File: src/rtl/xil_oddr_bus.sv
// ---------------------------------------------------------------------------
// xil_oddr_bus
//
// DDR output path for the HyperRAM DQ/RWDS pins. Rise/fall beat pairs are
// queued in a small FIFO (valid/ready handshake) and sent out one pair per
// clock. dout carries the rise half while clk is high and the fall half while
// clk is low. Each burst is framed by dout_oe: the enable comes up OE_LEAD
// cycles before the first data cycle and stays up OE_TRAIL cycles after the
// last one. If the FIFO runs dry mid-burst, the output idles with the enable
// held and underrun pulses. The burst then resumes with the next beat.
//
// Parameters:
//   WIDTH    lanes per beat (1..32)
//   DEPTH    FIFO entries, power of two, >= 2
//   OE_LEAD  enable lead-in cycles before the first data cycle (0..15)
//   OE_TRAIL enable tail cycles after the last data cycle (0..15)
//   IDLE_VAL value driven on both phases when no beat is being output
//
// Ports:
//   clk       single clock; state on rising edge, output mux on both phases
//   reset     asynchronous, active-high reset
//   in_valid  beat offered
//   in_ready  FIFO can accept a beat (low while full or in reset)
//   in_ris    beat data for the clk-high phase
//   in_fal    beat data for the clk-low phase
//   in_last   beat closes its burst
//   dout      DDR data to the pads
//   dout_oe   registered pad drive enable
//   busy      FSM not idle or FIFO holding beats
//   underrun  one-cycle pulse for each data cycle with nothing to send
//
// Build option:
//   XIL_ODDR_BUS_PRIM_EN  when defined, each lane is driven by an ODDRE1
//                         primitive fed from the q_ris/q_fal registers. This
//                         adds one cycle of output latency. dout_oe and
//                         underrun are delayed to match. When undefined, a
//                         behavioural dual-edge mux is used. The undefined
//                         build is used for lint and simulation.
// ---------------------------------------------------------------------------
module xil_oddr_bus #(
  parameter int unsigned       WIDTH    = 8,
  parameter int unsigned       DEPTH    = 4,
  parameter int unsigned       OE_LEAD  = 1,
  parameter int unsigned       OE_TRAIL = 1,
  parameter logic [WIDTH-1:0]  IDLE_VAL = '0
) (
  input  logic             clk,
  input  logic             reset,
  input  logic             in_valid,
  output logic             in_ready,
  input  logic [WIDTH-1:0] in_ris,
  input  logic [WIDTH-1:0] in_fal,
  input  logic             in_last,
  output logic [WIDTH-1:0] dout,
  output logic             dout_oe,
  output logic             busy,
  output logic             underrun
);

  localparam int unsigned AW         = (DEPTH > 1) ? $clog2(DEPTH) : 1;
  localparam logic [3:0]  LEAD_LAST  = (OE_LEAD  > 0) ? 4'(OE_LEAD  - 1) : 4'd0;
  localparam logic [3:0]  TRAIL_LAST = (OE_TRAIL > 0) ? 4'(OE_TRAIL - 1) : 4'd0;

  typedef enum logic [1:0] {
    S_IDLE,
    S_LEAD,
    S_DATA,
    S_TRAIL
  } state_t;

  state_t state;
  logic [3:0] cnt;

  // FIFO storage and bookkeeping
  logic [WIDTH-1:0] mem_ris  [DEPTH];
  logic [WIDTH-1:0] mem_fal  [DEPTH];
  logic             mem_last [DEPTH];
  logic [AW-1:0]    wr_ptr;
  logic [AW-1:0]    rd_ptr;
  logic [AW:0]      count;

  logic empty;
  logic full;
  logic push;
  logic pop;

  logic [WIDTH-1:0] head_ris;
  logic [WIDTH-1:0] head_fal;
  logic             head_last;

  // Output pre-registers, one rise/fall pair per clock
  logic [WIDTH-1:0] q_ris;
  logic [WIDTH-1:0] q_fal;
  logic             oe_q;
  logic             underrun_q;

  assign empty    = (count == '0);
  assign full     = (count == (AW+1)'(DEPTH));
  // in_ready is held low during reset so nothing upstream counts a beat as
  // accepted while the FIFO is being flushed.
  assign in_ready = !full && !reset;
  assign push     = in_valid && in_ready;
  // Beats only leave the FIFO while a burst is in its data phase. Push and
  // pop may happen in the same cycle.
  assign pop      = (state == S_DATA) && !empty;

  assign head_ris  = mem_ris[rd_ptr];
  assign head_fal  = mem_fal[rd_ptr];
  assign head_last = mem_last[rd_ptr];

  assign busy = (state != S_IDLE) || !empty;

  // FIFO payload. This storage has no reset: occupancy is tracked by the
  // pointers and count, so stale entries are never read.
  always_ff @(posedge clk) begin
    if (push) begin
      mem_ris[wr_ptr]  <= in_ris;
      mem_fal[wr_ptr]  <= in_fal;
      mem_last[wr_ptr] <= in_last;
    end
  end

  // FIFO pointers and occupancy. DEPTH is a power of two, so the pointers
  // wrap naturally at their width.
  always_ff @(posedge clk or posedge reset) begin
    if (reset) begin
      wr_ptr <= '0;
      rd_ptr <= '0;
      count  <= '0;
    end else begin
      if (push) begin
        wr_ptr <= wr_ptr + 1'b1;
      end
      if (pop) begin
        rd_ptr <= rd_ptr + 1'b1;
      end
      case ({push, pop})
        2'b10:   count <= count + 1'b1;
        2'b01:   count <= count - 1'b1;
        default: count <= count;
      endcase
    end
  end

  // Burst framing FSM. oe_q mirrors "state was not IDLE" one cycle late. As
  // a result, the enable rises together with the first LEAD-counted cycle
  // (or with the first data cycle when OE_LEAD is 0). It falls right after
  // the last TRAIL cycle. Because IDLE always lasts at least one cycle,
  // back-to-back bursts always show a one-cycle enable gap.
  always_ff @(posedge clk or posedge reset) begin
    if (reset) begin
      state      <= S_IDLE;
      cnt        <= '0;
      oe_q       <= 1'b0;
      underrun_q <= 1'b0;
    end else begin
      oe_q       <= (state != S_IDLE);
      // An empty FIFO in DATA idles the output for this cycle. The pulse is
      // registered so it lines up with that idle output cycle.
      underrun_q <= (state == S_DATA) && empty;
      case (state)
        S_IDLE: begin
          if (!empty) begin
            cnt   <= '0;
            state <= (OE_LEAD == 0) ? S_DATA : S_LEAD;
          end
        end
        S_LEAD: begin
          if (cnt == LEAD_LAST) begin
            cnt   <= '0;
            state <= S_DATA;
          end else begin
            cnt <= cnt + 1'b1;
          end
        end
        S_DATA: begin
          if (pop && head_last) begin
            cnt   <= '0;
            state <= (OE_TRAIL == 0) ? S_IDLE : S_TRAIL;
          end
        end
        S_TRAIL: begin
          if (cnt == TRAIL_LAST) begin
            cnt   <= '0;
            state <= S_IDLE;
          end else begin
            cnt <= cnt + 1'b1;
          end
        end
        default: begin
          cnt   <= '0;
          state <= S_IDLE;
        end
      endcase
    end
  end

  // Output pair register. It takes the popped beat, or the idle value when
  // nothing is popped (lead, trail, underrun and idle cycles). The async
  // reset forces the idle value onto the pins without waiting for an edge.
  always_ff @(posedge clk or posedge reset) begin
    if (reset) begin
      q_ris <= IDLE_VAL;
      q_fal <= IDLE_VAL;
    end else if (pop) begin
      q_ris <= head_ris;
      q_fal <= head_fal;
    end else begin
      q_ris <= IDLE_VAL;
      q_fal <= IDLE_VAL;
    end
  end

`ifdef XIL_ODDR_BUS_PRIM_EN
  // The ODDRE1 stage adds a cycle between q_ris/q_fal and the pins. The
  // enable and underrun flag are delayed by the same amount so the
  // alignment seen at the pads matches the behavioural build.
  logic oe_d;
  logic underrun_d;

  always_ff @(posedge clk or posedge reset) begin
    if (reset) begin
      oe_d       <= 1'b0;
      underrun_d <= 1'b0;
    end else begin
      oe_d       <= oe_q;
      underrun_d <= underrun_q;
    end
  end

  for (genvar i = 0; i < WIDTH; i++) begin : g_lane
    ODDRE1 #(
      .SRVAL(1'b0)
    ) u_oddr (
      .Q  (dout[i]),
      .C  (clk),
      .D1 (q_ris[i]),
      .D2 (q_fal[i]),
      .SR (1'b0)
    );
  end

  assign dout_oe  = oe_d;
  assign underrun = underrun_d;
`else
  // Behavioural dual-edge output: the rise half is shown while clk is high
  // and the fall half while clk is low. Both halves were loaded at the same
  // rising edge.
  assign dout     = clk ? q_ris : q_fal;
  assign dout_oe  = oe_q;
  assign underrun = underrun_q;
`endif

endmodule

File: config.mk
export PLATFORM = sky130hd
export DESIGN_NAME = xil_oddr_bus
export DESIGN_NICKNAME = d
export VERILOG_FILES = /design/src/rtl/xil_oddr_bus.sv
export SDC_FILE = /design/constraint.sdc
export NUM_CORES = 1
export LEC_CHECK = 0
export BUFFER_PORTS_ARGS = -buffer_cell sky130_fd_sc_hd__buf_2
export CAP_MARGIN = 0
export CELL_PAD_IN_SITES_DETAIL_PLACEMENT = 1
export CELL_PAD_IN_SITES_GLOBAL_PLACEMENT = 1
export CORE_MARGIN = 2
export CORE_UTILIZATION = 45
export CTS_CLUSTER_SIZE = 10
export DETAILED_ROUTE_END_ITERATION = 10
export PLACE_DENSITY = 0.79
export SETUP_SLACK_MARGIN = 0.15
export SLEW_MARGIN = 20
export SYNTH_ARGS = -nofsm -noshare
export SYNTH_HDL_FRONTEND = slang
export SYNTH_SLANG_ARGS = --single-unit
export TNS_END_PERCENT = 10
File: constraint.sdc
create_clock -name clk -period 2.1 [get_ports clk]
set_input_delay 0.315 -clock clk [delete_from_list [all_inputs] [get_ports clk]]
set_output_delay 0.315 -clock clk [all_outputs]
set_load 0.02 [all_outputs]
==> results.md, run 1 <==
* Outcome: finished, final reports clean
* ANT cells at 0
* Rows at 34
* Initial antenna violation count at 0
* Final Critical Period at 2.08 ns
* Hold Path Sink: mem_fal[3][3]$_DFFE_PP_
* Tcrit/Tclk final at 0.988
* Post-synth ARST share at 0.313
* Unique masters post-synth at 31
* DRT Pass-1 Iters at 4
* IO Pins at 32
* # DRC at 0
* Syn avg cell area at 18.3 um^2
* Cell taking the most area after synthesis: edfxtp_1
* Fill count at 810
* Worst path arrival time at 1.76 ns
* Final WL at 7380 um
* Place WS at 0.108 ns
* Worst setup margin at 0.0246 ns
* First-pass GRT wire length at 12000 um
* Required @ worst endpoint at 1.78 ns
* Max VDD drop at 0.491 mV
* Placeable Area at 8640 um^2
* DR vias/cell at 5.37
* Normalized max-slew margin at 0.717
* Vias at 2062
* CP endpoint kind: primary output
* Initial DRC Count at 101
* Largest net degree at the start of global routing at 32
* Clock transition at path regs at 0.10 ns
* I/O Buffers at 31
* Starting density of the core at 0.459
* Min-delay src: in_fal[3]
* RSZ-0062 raised after global routing: yes
* F_max at 482 MHz
* Die Y at 97.9 um
* Avg WL per Cell at 19.2 um
* Layout Utilization at 0.547
* Final setup skew at 0.0104 ns
* Vias in the first global route at 2344
* Die W at 97.9 um
* Die area at 9580 um^2
* Pwr Density at 1370 nW/um^2
* Count leader, synth: edfxtp_1
* Startpoint Class: register
* Max_cap viols at 0
* Antenna-violating nets left at 0
* Gr usage total at 0.167
* Overflow after GRT at 0
* Nets@finish at 304
* Worst Tran Pin Value at 0.424 ns
* Gp weighted congestion at 0.691
* Synth Net Count at 250
* Top cells by area, synth: edfxtp_1 (52%), dfrtp_1 (20%), mux4_2 (5.7%)
* Final setup vio count at 0
* Worst Path Max Fanout at 2
* CTS tree: done
* Worst R2R Start: count[0]$_DFFE_PP0P_
* HP Class: primary input to register
* Total power at 0.00647 W
* Synth Flop Type: edfxtp_1
* Leakage power at 1.92 nW
* Synth warn at 0
* Critical path class: register to primary output
* Top post-synthesis cells by count: edfxtp_1 (68), dfrtp_1 (31), and3_1 (20), inv_1 (14), ha_1 (12)
* Cell Area, Synth at 3960 um^2
* Number of synthesized flops with an enable pin at 68
* RR Endpoint: count[2]$_DFFE_PP0P_
* Cells on worst reg2reg path at 11
* Clock latency on the worst-skew pair at 0.46 ns
* Setup TNS at 0 ns
* R2R setup slack at 0.11 ns
* Final Hold Fails at 0
* Fin. max-slew vios at 0
* Synth Instances at 217
* Hold depth at 1
* Dpl hpwl at 4700 um
* Area grow syn2layout at 19.2%
* Synth top area share at 0.515
* Seq/Total Area, Yosys at 0.711
* Layout cells sized above 1 at 0.366
* Synthesized flop and latch total at 99
layer usage:
layer	routed length, um	share of wire	GRT usage	up-vias
li1	-	-	-	927
met1	3190	0.43	0.207	1075
met2	3720	0.50	0.258	48
met3	362	0.049	0.0608	12
met4	109	0.015	0.0908	0
met5	0	0	0	-
state kept, by name, indices dropped and copies added (netlist names), 2 cells and up:
name,flops
mem_fal,32
mem_ris,32
q_fal,8
q_ris,8
cnt,4
mem_last,4
count,3
rd_ptr,2
state,2
wr_ptr,2
cell families after synthesis:
kind of cell,count (synthesis),synth area share
simple gates,37,0.0518
compound gates,12,0.0227
mux,28,0.135
buf+inv,22,0.0234
xor+xnor,6,0.0133
flops,99,0.711
fa+ha+maj,13,0.0429
area by class of cell:
cell class	instances	area, um^2	area share
clock buffer	21	268	0.0567
inverter	14	55.1	0.0117
clock inverter	7	68.8	0.0146
sequential	99	2820	0.597
multi-input combinational	96	1120	0.238
tap	108	135	0.0286
timing repair buffer	39	256	0.0543
per-stage QoR:
| step | instance area, um^2 | instances | hold WS [ns] |
|---|---|---|---|
| 2_1_floorplan | 4000 | 217 | 0.414 |
| 3_3_place_gp | 4320 | 358 | 0.456 |
| 3_5_place_dp | 4320 | 358 | 0.472 |
| 4_1_cts | 4680 | 382 | 0.0471 |
| 5_1_grt | 4720 | 384 | 0.0437 |
| 6_report | 4720 | 384 | 0.0664 |
worst max-delay path, stage by stage (launching register included):
cell     delay [ns]
dfrtp_1        0.40
or3_4          0.41
buf_12         0.13
or2_4          0.23
buf_6          0.13
worst max-delay path by stage:
stage / from / end / slack [ns] / cells after the start
floorplan: count[0]$_DFFE_PP0P_ / count[2]$_DFFE_PP0P_ / 0.17 / 9
global placement: count[0]$_DFFE_PP0P_ / count[2]$_DFFE_PP0P_ / 0.18 / 10
detailed placement: count[0]$_DFFE_PP0P_ / count[2]$_DFFE_PP0P_ / 0.11 / 10
CTS: clk / dout[0] / -0.007 / 4
global route: count[0]$_DFFE_PP0P_ / busy / -0.04 / 4
finish: count[0]$_DFFE_PP0P_ / busy / 0.02 / 4
where the power goes:
group | total [W] | switching, W | internal [W]
registers | 0.00263 | 0.000149 | 0.00248
logic | 0.00176 | 0.000908 | 0.000854
clock network | 0.00208 | 0.000993 | 0.00109
total | 0.00647 | 0.00205 | 0.00442
layout by cell type, fill, tap and decap left out, types with 2 or more instances in the layout:
master / count
inv_2: 2
ha_2: 2
ha_1: 10
clkbuf_8: 11
nor2_2: 2
clkinv_4: 2
xnor2_1: 3
buf_2: 22
buf_6: 8
dfrtp_1: 30
mux4_2: 10
mux4_1: 7
mux2_2: 2
buf_4: 15
and2_4: 2
nor2_1: 5
xor2_1: 3
and3_1: 20
inv_1: 11
buf_8: 2
o21ai_0: 5
nand2_1: 4
edfxtp_1: 68
clkinv_2: 2
mux2_4: 8
repair_timing:
action / in CTS / in global routing
endpoints found under the hold margin: 31 / 0
pin swaps: 6 / 5
resized for setup: 27 / 10
buffers inserted: 3 / 2
hold buffers: 1 / 0
setup endpoints to repair: 10 / 15
Power figures use the tool's default switching activity.
==> run 2, diff against run 1 <==
--- a/config.mk
+++ b/config.mk
@@ -9,6 +9,7 @@
 export CAP_MARGIN = 0
 export CELL_PAD_IN_SITES_DETAIL_PLACEMENT = 1
 export CELL_PAD_IN_SITES_GLOBAL_PLACEMENT = 1
+export CORE_ASPECT_RATIO = 1.1
 export CORE_MARGIN = 2
 export CORE_UTILIZATION = 45
 export CTS_CLUSTER_SIZE = 10
==> run 2 against run 1 <==
  * Highest routed layer unchanged
  * Global-route usage increased by 0.78 points
  * Critical path depth increased by 1
  * Non-clock buffer count stayed put
  * Sequential share of layout area shrank 0.23 points
  * Final area rose by 0.34%
  * Largest cell class unchanged
  * Routed wire length is 2.5% higher
  * Clock-buffer cell count increased by 1
  * Clock skew up 0.0012 ns
  * Fmax shrank 3.4%
  * The flow now finishes with violations (setup timing)
  * Worst hold slack lost 0.012 ns
==> results.md, run 2 (same netlist as run 1, synthesis figures left out) <==
* Violated checks: setup timing
* Rows at 35 (+2.9%)
* Final WL at 7570 um (+2.5%)
* Largest net degree at the start of global routing at 32 (unchanged)
* Avg WL per Cell at 19.5 um (+1.7%)
* Overflow after GRT at 0 (unchanged)
* Combinational Power Share at 0.281 (+0.009)
* Initial antenna violation count at 0 (unchanged)
* Internal Power at 0.00438 W (-0.84%)
* Vias at 2052 (-0.48%)
* Pwr Density at 1380 nW/um^2 (+0.50%)
* Crit path from: count[1]$_DFFE_PP0P_
* Die area at 9580 um^2 (about the same)
* Gr usage total at 0.175 (+0.00784)
* Layout Utilization at 0.561 (+0.0138)
* Final instance area at 4740 um^2 (+0.34%)
* Normalized max-slew margin at 0.725 (+0.00756)
* I/O Buffers at 31 (unchanged)
* Leakage power at 1.93 nW (+0.23%)
* DR vias/cell at 5.30 (-1.3%)
* Commonest non-fill, non-tap cells in the layout: edfxtp_1 (68), dfrtp_1 (31), buf_2 (22), and3_1 (20), buf_4 (13)
* Final setup vio count at 1 (+1)
* Clk pwr share at 0.317 (-0.004)
* Die W at 93.5 um (-4.5%)
* IO Pins at 32 (unchanged)
* F_max at 465 MHz (-3.4%)
* Worst Tran Pin Value at 0.413 ns (-0.0113 ns)
* Worst path arrival time at 1.83 ns (+0.07 ns)
* Antenna-violating nets left at 0 (unchanged)
* Worst R2R Start: count[1]$_DFFE_PP0P_
* Max VDD drop at 0.494 mV (+0.69%)
* Worst setup margin at -0.0493 ns (-0.0739 ns)
* Clock latency on the worst-skew pair at 0.46 ns (about the same)
* Most common cell after layout, fill and taps aside: edfxtp_1
* Gp weighted congestion at 0.798 (+16%)
* Total power at 0.00652 W (+0.84%)
* Post-Place Cells at 361 (+0.84%)
* Sequential power share at 0.403 (-0.004)
* Tcrit/Tclk final at 1.02 (+0.0352)
* Clock transition at path regs at 0.10 ns (about the same)
* Switch Pwr at 0.00214 W (+4.5%)
* Required @ worst endpoint at 1.78 ns (about the same)
* # DRC at 0 (unchanged)
* Area after DPL at 4320 um^2 (about the same)
* Layout cells sized above 1 at 0.366 (unchanged)
* Final Hold Fails at 0 (unchanged)
* HP Class: primary input to register
* Die Y at 102 um (+4.7%)
* Final Critical Period at 2.15 ns (+0.0739 ns)
* Startpoint Class: register
* CTS tree: done
* Sw frac at 0.328 (+0.0114)
* Placeable Area at 8450 um^2 (-2.1%)
* RSZ-0062 raised after global routing: yes
* CP endpoint kind: primary output
* Nets@finish at 304 (unchanged)
* Outcome: finished with violations
* Starting density of the core at 0.469 (+0.00999)
* Final hold slack at 0.0542 ns (-0.0122 ns)
* Area grow syn2layout at 19.6%
* Final setup skew at 0.0116 ns (+0.00115 ns)
* ANT cells at 0 (unchanged)
* Vias in the first global route at 2285 (-2.5%)
* First-pass GRT wire length at 11700 um (-2.2%)
* Largest regs: mem_fal (32), mem_ris (32)
* Final cell count without fillers at 387 (+0.78%)
* Max_cap viols at 0 (unchanged)
* Worst Path Max Fanout at 2 (unchanged)
* Fill count at 787 (-2.8%)
* Fin. max-slew vios at 0 (unchanged)
* Initial DRC Count at 64 (-37%)
* Dpl hpwl at 4540 um (-3.4%)
* DRT Pass-1 Iters at 4 (unchanged)
* Min-delay src: in_fal[3]
* Critical path class: register to primary output
-- run 2: worst paths after layout --
kind / endpoint / slack (ns) / depth (start not counted)
worst max-delay path: busy / -0.05 / 5
worst min-delay path: mem_fal[1][3]$_DFFE_PP_ / 0.05 / 1
worst max register to register: state[1]$_DFFE_PP0P_ / 0.11 / 7
worst min register to register: cnt[3]$_DFFE_PP0P_ / 0.50 / 1
max in group asynchronous: q_ris[2]$_DFF_PP0_ / 1.28 / 4
min in group asynchronous: q_ris[7]$_DFF_PP0_ / 0.52 / 4
-- run 2: what timing repair did --
action	4_1_cts	5_1_grt
pin swaps	1	8
resized for setup	14	28
endpoints found under the hold margin	31	0
hold buffers	1	0
endpoints found under the setup margin	10	14
buffers inserted	4	1
-- run 2: per-stage QoR --
| step | setup TNS, ns | setup slack (ns) |
|---|---|---|
| detailed placement | 0 | 0.115 |
| CTS | 0 | 0.00796 |
| floorplan | 0 | 0.169 |
| global placement | 0 | 0.163 |
| global route | -0.109 | -0.109 |
| finish | -0.0493 | -0.0493 |
-- run 2: final cells by class --
type,count,area [um^2],area share
clock buffers,22,275,0.0581
clock inverters,6,55.1,0.0116
inverters,14,57.6,0.0121
multi-input cells,96,1140,0.240
flip-flops and latches,99,2820,0.594
well taps,111,139,0.0293
repair buffers,39,260,0.0549
-- run 2: per-layer routing --
layer | global-route usage | part of all wire | vias to the layer above | wire [um]
li1 | - | - | 934 | -
met1 | 0.199 | 0.39 | 1039 | 2960
met2 | 0.276 | 0.52 | 53 | 3960
met3 | 0.0583 | 0.048 | 26 | 361
met4 | 0.132 | 0.038 | 0 | 289
met5 | 0 | 0 | - | 0
-- run 2: critical path: stages (launching register included) --
cell     delay [ns]
dfrtp_1        0.41
buf_6          0.12
or3_4          0.35
buf_12         0.14
or2_4          0.23
buf_6          0.13
-- run 2: power by group through the flow --
stage / Sequential (W) / Combinational, W / Clock, W
after global placement: 0.00265 / 0.00160 / 0.000359
after detailed placement: 0.00268 / 0.00165 / 0.000359
after CTS: 0.00262 / 0.00177 / 0.00193
final: 0.00263 / 0.00183 / 0.00207
after global routing: 0.00266 / 0.00202 / 0.00221
after floorplan: 0.00264 / 0.00124 / 0.000333
